[src/rtl/mv_pkg.sv]
// -----------------------------------------------------------------------------
// mv_pkg
// Shared definitions for the matrix-vector driver:
//   - mv_state_e     : driver FSM state encoding
//   - MV_* constants : default parameter values for the driver
//   - mv_coef()      : 6x6 matrix coefficient (16*i + j + 1) used by the
//                      behavioural multiplier model
// -----------------------------------------------------------------------------
package mv_pkg;

  typedef enum logic [1:0] {
    ST_IDLE    = 2'd0,
    ST_HOLD    = 2'd1,
    ST_CAPTURE = 2'd2
  } mv_state_e;

  localparam int MV_FIFO_DEPTH  = 4;
  localparam int MV_HOLD_CYCLES = 3;
  localparam int MV_RES_LAT     = 3;
  localparam int MV_DATA_W      = 6;
  localparam int MV_VEC_W       = 8;

  // Coefficient of row i, column j of the 6x6 matrix.
  function automatic int mv_coef(input int i, input int j);
    return 16 * i + j + 1;
  endfunction

endpackage

[src/rtl/mv_sync_fifo.sv]
// -----------------------------------------------------------------------------
// mv_sync_fifo
// Single-clock FIFO with occupancy count. Pushes into a full FIFO and pops
// from an empty FIFO are ignored. Pointers wrap modulo DEPTH (power of two).
// Ports:
//   i_clk, i_rst   clock, async active-high reset (pointers/count only)
//   i_push, i_data write request and data
//   i_pop          read request; o_data shows the head word combinationally
//   o_full/o_empty occupancy flags
//   o_count        current occupancy, 0..DEPTH
// -----------------------------------------------------------------------------
module mv_sync_fifo
  import mv_pkg::*;
#(
  parameter int DEPTH = MV_FIFO_DEPTH,
  parameter int WIDTH = MV_DATA_W
) (
  input  logic                     i_clk,
  input  logic                     i_rst,
  input  logic                     i_push,
  input  logic [WIDTH-1:0]         i_data,
  input  logic                     i_pop,
  output logic [WIDTH-1:0]         o_data,
  output logic                     o_full,
  output logic                     o_empty,
  output logic [$clog2(DEPTH):0]   o_count
);

  localparam int AW = $clog2(DEPTH);

  logic [WIDTH-1:0] r_mem [DEPTH];
  logic [AW-1:0]    r_wr_ptr;
  logic [AW-1:0]    r_rd_ptr;
  logic [AW:0]      r_count;

  logic w_do_push;
  logic w_do_pop;

  assign o_full    = (r_count == (AW+1)'(DEPTH));
  assign o_empty   = (r_count == '0);
  assign w_do_push = i_push && !o_full;
  assign w_do_pop  = i_pop && !o_empty;
  assign o_data    = r_mem[r_rd_ptr];
  assign o_count   = r_count;

  // Storage is not reset: reads are gated by the count, so stale
  // contents are never observed.
  always_ff @(posedge i_clk) begin
    if (w_do_push) r_mem[r_wr_ptr] <= i_data;
  end

  // DEPTH is a power of two, so natural pointer overflow is the wrap.
  always_ff @(posedge i_clk or posedge i_rst) begin
    if (i_rst) begin
      r_wr_ptr <= '0;
      r_rd_ptr <= '0;
      r_count  <= '0;
    end else begin
      if (w_do_push) r_wr_ptr <= r_wr_ptr + AW'(1);
      if (w_do_pop)  r_rd_ptr <= r_rd_ptr + AW'(1);
      case ({w_do_push, w_do_pop})
        2'b10:   r_count <= r_count + (AW+1)'(1);
        2'b01:   r_count <= r_count - (AW+1)'(1);
        default: r_count <= r_count;
      endcase
    end
  end

endmodule

[src/rtl/mv_vec_driver.sv]
// -----------------------------------------------------------------------------
// mv_vec_driver
// Queues 6-bit words and presents each one to a matrix-vector multiplier as an
// 8-bit vector {data, 1'b0, toggle}. Each word is held for HOLD_CYCLES edges
// (counted from its launch edge); the multiplier result is captured RES_LAT
// edges after launch and reported with a one-cycle o_res_valid pulse.
// Ports:
//   i_clk, i_rst        clock, async active-high reset
//   i_in_valid/i_in_data producer handshake, o_in_ready = FIFO not full
//   o_vector            registered word to the multiplier, [0] toggles per launch
//   i_result_in         multiplier result bus
//   o_res_valid         one-cycle capture pulse, o_res_data holds last capture
//   o_busy              FSM not idle
//   o_fifo_count        FIFO occupancy
// -----------------------------------------------------------------------------
module mv_vec_driver
  import mv_pkg::*;
#(
  parameter int FIFO_DEPTH  = MV_FIFO_DEPTH,
  parameter int HOLD_CYCLES = MV_HOLD_CYCLES,
  parameter int RES_LAT     = MV_RES_LAT
) (
  input  logic                          i_clk,
  input  logic                          i_rst,
  input  logic                          i_in_valid,
  input  logic [5:0]                    i_in_data,
  output logic                          o_in_ready,
  output logic [7:0]                    o_vector,
  input  logic [5:0]                    i_result_in,
  output logic                          o_res_valid,
  output logic [5:0]                    o_res_data,
  output logic                          o_busy,
  output logic [$clog2(FIFO_DEPTH):0]   o_fifo_count
);

  // Counter only needs to reach HOLD_CYCLES.
  localparam int CW = $clog2(HOLD_CYCLES + 1);

  mv_state_e       r_state;
  mv_state_e       w_state_nx;
  logic [CW-1:0]   r_cnt;
  logic [CW-1:0]   w_cnt_nx;
  logic [7:0]      r_vector;
  logic            r_res_valid;
  logic [5:0]      r_res_data;

  logic            w_launch;
  logic            w_capture;
  logic            w_hold_done;
  logic            w_fifo_full;
  logic            w_fifo_empty;
  logic [5:0]      w_fifo_data;

  mv_sync_fifo #(
    .DEPTH (FIFO_DEPTH),
    .WIDTH (6)
  ) u_fifo (
    .i_clk   (i_clk),
    .i_rst   (i_rst),
    .i_push  (i_in_valid),
    .i_data  (i_in_data),
    .i_pop   (w_launch),
    .o_data  (w_fifo_data),
    .o_full  (w_fifo_full),
    .o_empty (w_fifo_empty),
    .o_count (o_fifo_count)
  );

  // r_cnt is the number of edges already spent on the current word
  // (the launch edge counts as 1), so this edge is launch + r_cnt.
  assign w_hold_done = (r_cnt >= CW'(HOLD_CYCLES));

  always_comb begin
    w_state_nx = r_state;
    w_cnt_nx   = r_cnt;
    w_launch   = 1'b0;
    w_capture  = 1'b0;
    case (r_state)
      ST_IDLE: begin
        if (!w_fifo_empty) w_launch = 1'b1;
      end
      ST_HOLD: begin
        if (r_cnt == CW'(RES_LAT - 1)) begin
          w_state_nx = ST_CAPTURE;
          w_cnt_nx   = r_cnt + CW'(1);
        end else if (w_hold_done) begin
          // Only reachable after the capture, while waiting out the hold.
          if (!w_fifo_empty) begin
            w_launch = 1'b1;
          end else begin
            w_state_nx = ST_IDLE;
            w_cnt_nx   = '0;
          end
        end else begin
          w_cnt_nx = r_cnt + CW'(1);
        end
      end
      ST_CAPTURE: begin
        w_capture = 1'b1;
        if (w_hold_done) begin
          if (!w_fifo_empty) begin
            w_launch = 1'b1;
          end else begin
            w_state_nx = ST_IDLE;
            w_cnt_nx   = '0;
          end
        end else begin
          // Result taken before the hold expires: keep the word on the bus.
          w_state_nx = ST_HOLD;
          w_cnt_nx   = r_cnt + CW'(1);
        end
      end
      default: begin
        w_state_nx = ST_IDLE;
        w_cnt_nx   = '0;
      end
    endcase
    if (w_launch) begin
      w_state_nx = ST_HOLD;
      w_cnt_nx   = CW'(1);
    end
  end

  always_ff @(posedge i_clk or posedge i_rst) begin
    if (i_rst) begin
      r_state     <= ST_IDLE;
      r_cnt       <= '0;
      r_vector    <= 8'h00;
      r_res_valid <= 1'b0;
      r_res_data  <= 6'h00;
    end else begin
      r_state     <= w_state_nx;
      r_cnt       <= w_cnt_nx;
      r_res_valid <= w_capture;
      if (w_capture) r_res_data <= i_result_in;
      // Toggle flips only on a launch, so an empty FIFO leaves the bus frozen.
      if (w_launch)  r_vector   <= {w_fifo_data, 1'b0, ~r_vector[0]};
    end
  end

  assign o_in_ready  = !w_fifo_full;
  assign o_vector    = r_vector;
  assign o_res_valid = r_res_valid;
  assign o_res_data  = r_res_data;
  assign o_busy      = (r_state != ST_IDLE);

endmodule

[config.mk]
export PLATFORM = sky130hd
export DESIGN_NAME = mv_vec_driver
export DESIGN_NICKNAME = d
export VERILOG_FILES = /design/src/rtl/mv_pkg.sv /design/src/rtl/mv_sync_fifo.sv /design/src/rtl/mv_vec_driver.sv
export SDC_FILE = /design/constraint.sdc
export NUM_CORES = 1
export LEC_CHECK = 0
export CAP_MARGIN = 0
export CORE_MARGIN = 3
export CORE_UTILIZATION = 50
export CTS_CLUSTER_SIZE = 25
export DETAILED_ROUTE_END_ITERATION = 8
export GPL_ROUTABILITY_DRIVEN = 0
export PLACE_DENSITY_LB_ADDON = 0.08
export SLEW_MARGIN = 20
export SYNTH_ARGS = -nofsm -noshare
export SYNTH_HDL_FRONTEND = slang
export SYNTH_SLANG_ARGS = --single-unit
[constraint.sdc]
create_clock -name i_clk -period 3.2 [get_ports i_clk]
set_clock_uncertainty 0.15 [all_clocks]
set_input_delay 0.32 -clock i_clk [delete_from_list [all_inputs] [get_ports i_clk]]
set_output_delay 0.32 -clock i_clk [all_outputs]
set_load 0.005 [all_outputs]
==> results of run 1 <==
-- power by group through the flow --
| stage | Combinational (mW) | Clock (mW) | Sequential (mW) |
|---|---|---|---|
| 5_1_grt | 1.23 | 0.415 | 1.08 |
| 3_3_place_gp | 1.08 | 0 | 1.05 |
| 3_5_place_dp | 1.12 | 0 | 1.07 |
| 6_report | 1.11 | 0.366 | 1.05 |
| 4_1_cts | 1.13 | 0.385 | 1.06 |
| 2_1_floorplan | 0.758 | 0 | 1.00 |
-- through the flow --
stage / hold WS [ns] / cells
floorplan: 0.197 / 145
global placement: 0.307 / 225
detailed placement: 0.308 / 225
CTS: 0.324 / 233
global route: 0.313 / 233
finish: 0.249 / 233
-- worst reg2reg max path: stages (launching register included) --
cell and delay, ns:
dfrtp_1 0.43, inv_1 0.12, ha_1 0.20, nand2b_1 0.18, a2111oi_4 0.37, ha_1 0.26
inv_1 0.07, fa_1 0.38, xor2_1 0.16, nor2_1 0.12, xor2_1 0.16
-- placed cells by master, fill, tap and decap left out, drive strengths merged, types with 3 or more instances in the layout --
master         Yosys  routed
mux2              13      13
xnor2              3       3
ha                11      11
dfrtp             25      25
o21ai              5       5
clkdlybuf4s50      0      33
nand2              3       3
nor2               5       5
and3               4       4
edfxtp            24      24
xor2               4       4
clkbuf             0       5
inv               16      16
mux4               6       6
-- cell usage after synthesis (2+ instances only) --
| cell type | instances | area share |
|---|---|---|
| nand2b_1 | 2 | 0.0057 |
| and3_1 | 4 | 0.011 |
| ha_1 | 11 | 0.062 |
| mux4_2 | 6 | 0.061 |
| o21ai_0 | 5 | 0.011 |
| nor3_1 | 2 | 0.0045 |
| edfxtp_1 | 24 | 0.33 |
| xor2_1 | 4 | 0.016 |
| mux2_2 | 9 | 0.046 |
| nor2_1 | 4 | 0.0068 |
| dfrtp_1 | 25 | 0.28 |
| inv_1 | 16 | 0.027 |
| nand2_1 | 2 | 0.0034 |
| xnor2_1 | 2 | 0.0079 |
| nand3_1 | 2 | 0.0045 |
| mux2_4 | 4 | 0.027 |
| buf_6 | 2 | 0.010 |
-- logic make-up after synthesis --
group	after synthesis	share of synthesized area
mux	20	0.139
buf+inv	21	0.0447
compound gates	14	0.0532
xor+xnor	7	0.0311
flops	49	0.609
fa+ha+maj	12	0.0713
simple gates	21	0.0504
other cells	1	0.00170
-- layer usage --
layer | routed length (um) | track usage | vias to the layer above | part of all wire
met5 | 0 | 0 | - | 0
met4 | 54 | 0.0574 | 0 | 0.014
met3 | 146 | 0.0499 | 6 | 0.037
met2 | 2090 | 0.292 | 28 | 0.53
met1 | 1650 | 0.213 | 626 | 0.42
li1 | - | - | 586 | -
-- final timing paths --
path / start / endpoint / slack (ns) / depth (start not counted)
max: r_state[1]$_DFFE_PP0P_ / u_fifo.o_count[2]$_DFFE_PP0P_ / 0.49 / 10
min: i_rst / o_vector[7]$_DFFE_PP0P_ / 0.25 / 2
max reg2reg: r_state[1]$_DFFE_PP0P_ / u_fifo.o_count[2]$_DFFE_PP0P_ / 0.49 / 10
min reg2reg: o_vector[0]$_DFFE_PP0P_ / o_vector[0]$_DFFE_PP0P_ / 0.32 / 1
max in group asynchronous: i_rst / u_fifo.o_count[2]$_DFFE_PP0P_ / 2.22 / 2
min in group i_clk: o_vector[0]$_DFFE_PP0P_ / o_vector[0]$_DFFE_PP0P_ / 0.32 / 1
-- final cells by class --
cell class,instances,area [um2]
clock inverters,3,25.0
fillers,294,1470
repair buffers,35,345
flip-flops and latches,49,1350
inverters,16,60.1
well taps,50,62.6
clock buffers,5,68.8
multi-input cells,75,766
-- state kept, by name (all words and copies together) (netlist names) --
register,count
r_state,2
o_res_valid,1
u_fifo.r_mem,24
r_cnt,2
u_fifo.r_wr_ptr,2
u_fifo.o_count,3
u_fifo.r_rd_ptr,2
o_vector,7
o_res_data,6
==> results.yml, run 1 <==
floorplan:
  start_util: 0.534
  die_y_um: 72.5
  pin_count: 35
  die_w_um: 72.5
  coreArea_um2: 4140
  fp-row-count: 23
  dieArea_um2: 5260
critical_path:
  slowest_stage: "dfrtp_1"
  crit_path_end_kind: "flip-flop"
  path_class: "flip-flop to flip-flop"
  critPathLaunchType: "flip-flop"
  critical_path_required_ns: 3.27
  slowest_delay_ns: 0.43
  path_delay_family: "adder cells"
  path_buf_inv: 2
  critPathMaxFanout: 4
  cp_cell_sequence: "inv_1 > ha_1 > nand2b_1 > a2111oi_4 > ha_1 > inv_1 > fa_1 > xor2_1 > nor2_1 > xor2_1"
  worstPathArrival_ns: 2.78
logic_synthesis:
  ys_types: 38
  ys_seq_area_frac: 0.609
  syn_area_per_cell_um2: 15.2
  syn_nets: 172
  netlist_instances: 145
  synth_edf_count: 24
  syn_area_um2: 2210
  ys_ff_latch: 49
  synthArstFlopShare: 0.510
  ys.flop_type: "dfrtp_1"
  yosysWarnings: 0
sta:
  timing.setup.tns_ns: 0
  timing.final.crit_period_ns: 2.71
  hold_viol: 0
  relSlewSlack: 0.391
  fin_ws_ns: 0.494
  setup_viol: 0
  min_period_over_period: 0.846
  fmax_mhz: 370
  tightestPinTransition_ns: 0.909
  maxSlewViolCount: 0
  grt_setup_unrepaired: "false"
detailed_routing:
  ant_nets: 0
  drt_iter0_markers: 119
  drt_wl_total_um: 3940
  wire_per_inst_um: 16.9
  drc: 0
  dr_total_vias: 1246
  firstDrtPassIters: 4
  vias_per_cell: 5.35
flow_run:
  max-cap-violations: 0
global_route:
  grt_overflow: 0
  grt_max_degree: 26
  antenna_found_initial: 0
  grt_pass1_vias: 1349
  grt.total_usage: 0.173
  grt_pass1_wl_um: 6760
clocking:
  clockBufferDepth: 2
  cts_made_buffers: 5
  cts.reportedPaths.clkPinSlew_ns: 0.09
  worstSkewPairLatency_ns: 0.30
  hold_buffers: 0
  cts_max_level: 2
  post-cts-setup-buffers: 0
  cts-root-buf: "clkbuf_8"
  cts.repair.resized: 0
  cts_sinks: 49
  cts_tree: "built"
finish:
  final_layout_size_suffix_gt1_frac: 0.180
  fin_util: 0.645
  nets: 209
  design_area_um2: 2670
  area_growth_pct: 20.9
  diodes: 0
power:
  power.total_mw: 2.53
  p_comb_frac: 0.441
  p_per_area_nw_per_um2: 946
  p_int_mw: 1.69
  power.share.clock: 0.145
  p_sw_frac: 0.331
  switchingPower_uw: 837
  ir_drop_mv: 0.424
  leakage_nw: 1.07
  pwr-share-seq: 0.414
place:
  place_area_um2: 2580
  dp.final_hpwl_um: 2940
  io_buffers: 33
  post-place-ws_ns: 0.548
outcome:
  outcome: "complete, no violations"
worst_hold_path:
  hp-class: "input pin to asynchronous set/reset pin"
Power figures use the tool's default switching activity.
==> inputs of run 2 (changes only) <==
==> constraint.sdc (replaced) <==
create_clock -name i_clk -period 2.55 [get_ports i_clk]
set_clock_uncertainty 0.15 [all_clocks]
set_input_delay 0.255 -clock i_clk [delete_from_list [all_inputs] [get_ports i_clk]]
set_output_delay 0.255 -clock i_clk [all_outputs]
set_load 0.005 [all_outputs]
==> run 2 against run 1 <==
- global-route usage is 0.22 points lower
- fmax is 12% higher
- final area is 3.1% higher
- via count is 3.4% higher
- total power is 30% higher
- combinational power is 34% higher
- routed wire length is 0.66% higher
- first-iteration DRC count is 23% lower
- core utilization is 2.0 points higher
- setup slack worse by 0.36 ns
- hold slack worse by 0.069 ns
- largest power group unchanged
- highest routed layer unchanged
==> results.yml, run 2 (same netlist as run 1, synthesis figures left out) <==
outcome:
  outcome: "complete, no violations"
power:
  power.share.clock: 0.144
  p_sw_frac: 0.323
  leakage_nw: 1.10
  pwr-share-seq: 0.402
  p_int_mw: 2.22
  switchingPower_mw: 1.06
  p_comb_frac: 0.454
  p_per_area_nw_per_um2: 1190
  power.total_mw: 3.29
  ir_drop_mv: 0.812
global_route:
  grt_pass1_vias: 1396
  antenna_found_initial: 0
  grt.busiest_layer: "met2"
  grt_util_met1: 0.215
  grt.total_usage: 0.170
  grt_max_degree: 17
  grt_pass1_wl_um: 6700
  met3_usage: 0.0471
  grt_overflow: 0
  grt_use_met2: 0.279
clocking:
  cts_tree: "built"
  cts_sinks: 49
  hold_buffers: 0
  cts_max_level: 2
  cts_made_buffers: 5
  cts.reportedPaths.clkPinSlew_ns: 0.09
  clockBufferDepth: 2
  worstSkewPairLatency_ns: 0.30
  cts-root-buf: "clkbuf_8"
sta:
  setup_viol: 0
  min_period_over_period: 0.947
  fin_ws_ns: 0.136
  timing.setup.tns_ns: 0
  hold_viol: 0
  timing.final.crit_period_ns: 2.41
  relSlewSlack: 0.583
  maxSlewViolCount: 0
  tightestPinTransition_ns: 0.624
  fmax_mhz: 414
finish:
  diodes: 0
  layout_common_cells: "clkdlybuf4s50_1, dfrtp_1, edfxtp_1"
  seq_area_um2: 1350
  multi_input_area_um2: 816
  final_layout_size_suffix_gt1_frac: 0.246
  nets: 213
  fillers: 294
  largest_reg_flops: 24
  largest-register: "u_fifo.r_mem"
  fin_util: 0.665
  layout_commonest_cell: "clkdlybuf4s50_1"
  area_growth_pct: 24.7
  design_area_um2: 2760
place:
  dp.final_hpwl_um: 2920
  io_buffers: 33
  post-place-ws_ns: 0.0403
  place_area_um2: 2620
detailed_routing:
  drc: 0
  drt_iter0_markers: 92
  ant_nets: 0
  firstDrtPassIters: 4
  vias_per_cell: 5.43
  drt_wl_total_um: 3960
  wire_per_inst_um: 16.7
  dr_total_vias: 1288
floorplan:
  fp-row-count: 23
  dieArea_um2: 5260
  die_w_um: 72.5
  die_y_um: 72.5
  coreArea_um2: 4140
  start_util: 0.534
  pin_count: 35
critical_path:
  critPathLaunchType: "flip-flop"
  slowest_stage: "dfrtp_2"
  worstPathArrival_ns: 2.49
  slowest_delay_ns: 0.44
  cp_common_cell: "xor2_1"
  critPathMaxFanout: 4
  critical_path_required_ns: 2.63
  path_class: "flip-flop to flip-flop"
  crit_path_end_kind: "flip-flop"
  cp_cell_sequence: "inv_2 > ha_2 > nor2_2 > a2111oi_4 > ha_4 > inv_1 > fa_2 > xor2_1 > nor2_1 > xor2_1"
worst_hold_path:
  hp-class: "input pin to asynchronous set/reset pin"
flow_run:
  max-cap-violations: 0
-- run 2: cell count changes in the layout (fill, tap and decap cells not counted), moves of 2 or more --
cell / delta
buf_4: +4
ha_1: -4
ha_4: +3
inv_2: +2
-- run 2: cell type report --
| class | instances | area share |
|---|---|---|
| clock inverter | 2 | 0.00499 |
| tap | 50 | 0.0227 |
| clock buffer | 6 | 0.0299 |
| sequential | 49 | 0.489 |
| multi-input combinational | 75 | 0.296 |
| timing repair buffer | 39 | 0.136 |
| inverter | 16 | 0.0218 |
-- run 2: layer usage --
layer / vias to the layer above / wire (um)
li1: 598 / -
met1: 655 / 1700
met2: 27 / 2010
met3: 8 / 185
met4: 0 / 68
met5: - / 0
-- run 2: worst max-delay path: cells and delay by family (launching register included) --
kind | cells | cell delay (ns)
flops | 1 | 0.44
fa+ha+maj | 3 | 0.72
compound gates | 1 | 0.40
simple gates | 2 | 0.19
xor+xnor | 2 | 0.31
buf+inv | 2 | 0.15
-- run 2: power by group through the flow --
stage / clock [mW] / combinational (mW) / sequential (mW)
floorplan: 0 / 0.996 / 1.26
global placement: 0 / 1.40 / 1.32
detailed placement: 0 / 1.45 / 1.34
CTS: 0.482 / 1.46 / 1.33
global route: 0.515 / 1.64 / 1.36
finish: 0.473 / 1.49 / 1.32
-- run 2: final timing paths --
kind,start,end,slack [ns],cells after the start
max in group asynchronous,i_rst,o_res_data[2]$_DFFE_PP0N_,1.53,3
min in group i_clk,o_vector[0]$_DFFE_PP0P_,o_vector[0]$_DFFE_PP0P_,0.32,1
worst min-delay path,i_rst,o_res_data[4]$_DFFE_PP0N_,0.18,2
worst max-delay path,r_state[0]$_DFFE_PP0P_,u_fifo.o_count[2]$_DFFE_PP0P_,0.14,10
worst min register to register,o_vector[0]$_DFFE_PP0P_,o_vector[0]$_DFFE_PP0P_,0.32,1
worst max register to register,r_state[0]$_DFFE_PP0P_,u_fifo.o_count[2]$_DFFE_PP0P_,0.14,10
-- run 2: per-stage QoR --
| step | hold WS, ns | std cells |
|---|---|---|
| 2_1_floorplan | 0.132 | 145 |
| 3_3_place_gp | 0.306 | 227 |
| 3_5_place_dp | 0.311 | 227 |
| 4_1_cts | 0.212 | 235 |
| 5_1_grt | 0.217 | 237 |
| 6_report | 0.180 | 237 |
-- run 2: timing repair --
action	4_1_cts	5_1_grt
setup endpoints to repair	0	1
setup buffers	0	2
gates resized for setup	0	5
==> inputs of run 3 (changes only) <==
--- a/config.mk
+++ b/config.mk
@@ -5,7 +5,6 @@
 export SDC_FILE = /design/constraint.sdc
 export NUM_CORES = 1
 export LEC_CHECK = 0
-export CAP_MARGIN = 0
 export CORE_MARGIN = 3
 export CORE_UTILIZATION = 50
 export CTS_CLUSTER_SIZE = 25
==> results of run 3 <==
Final layout, timing and power as in run 2 (identical DEF).
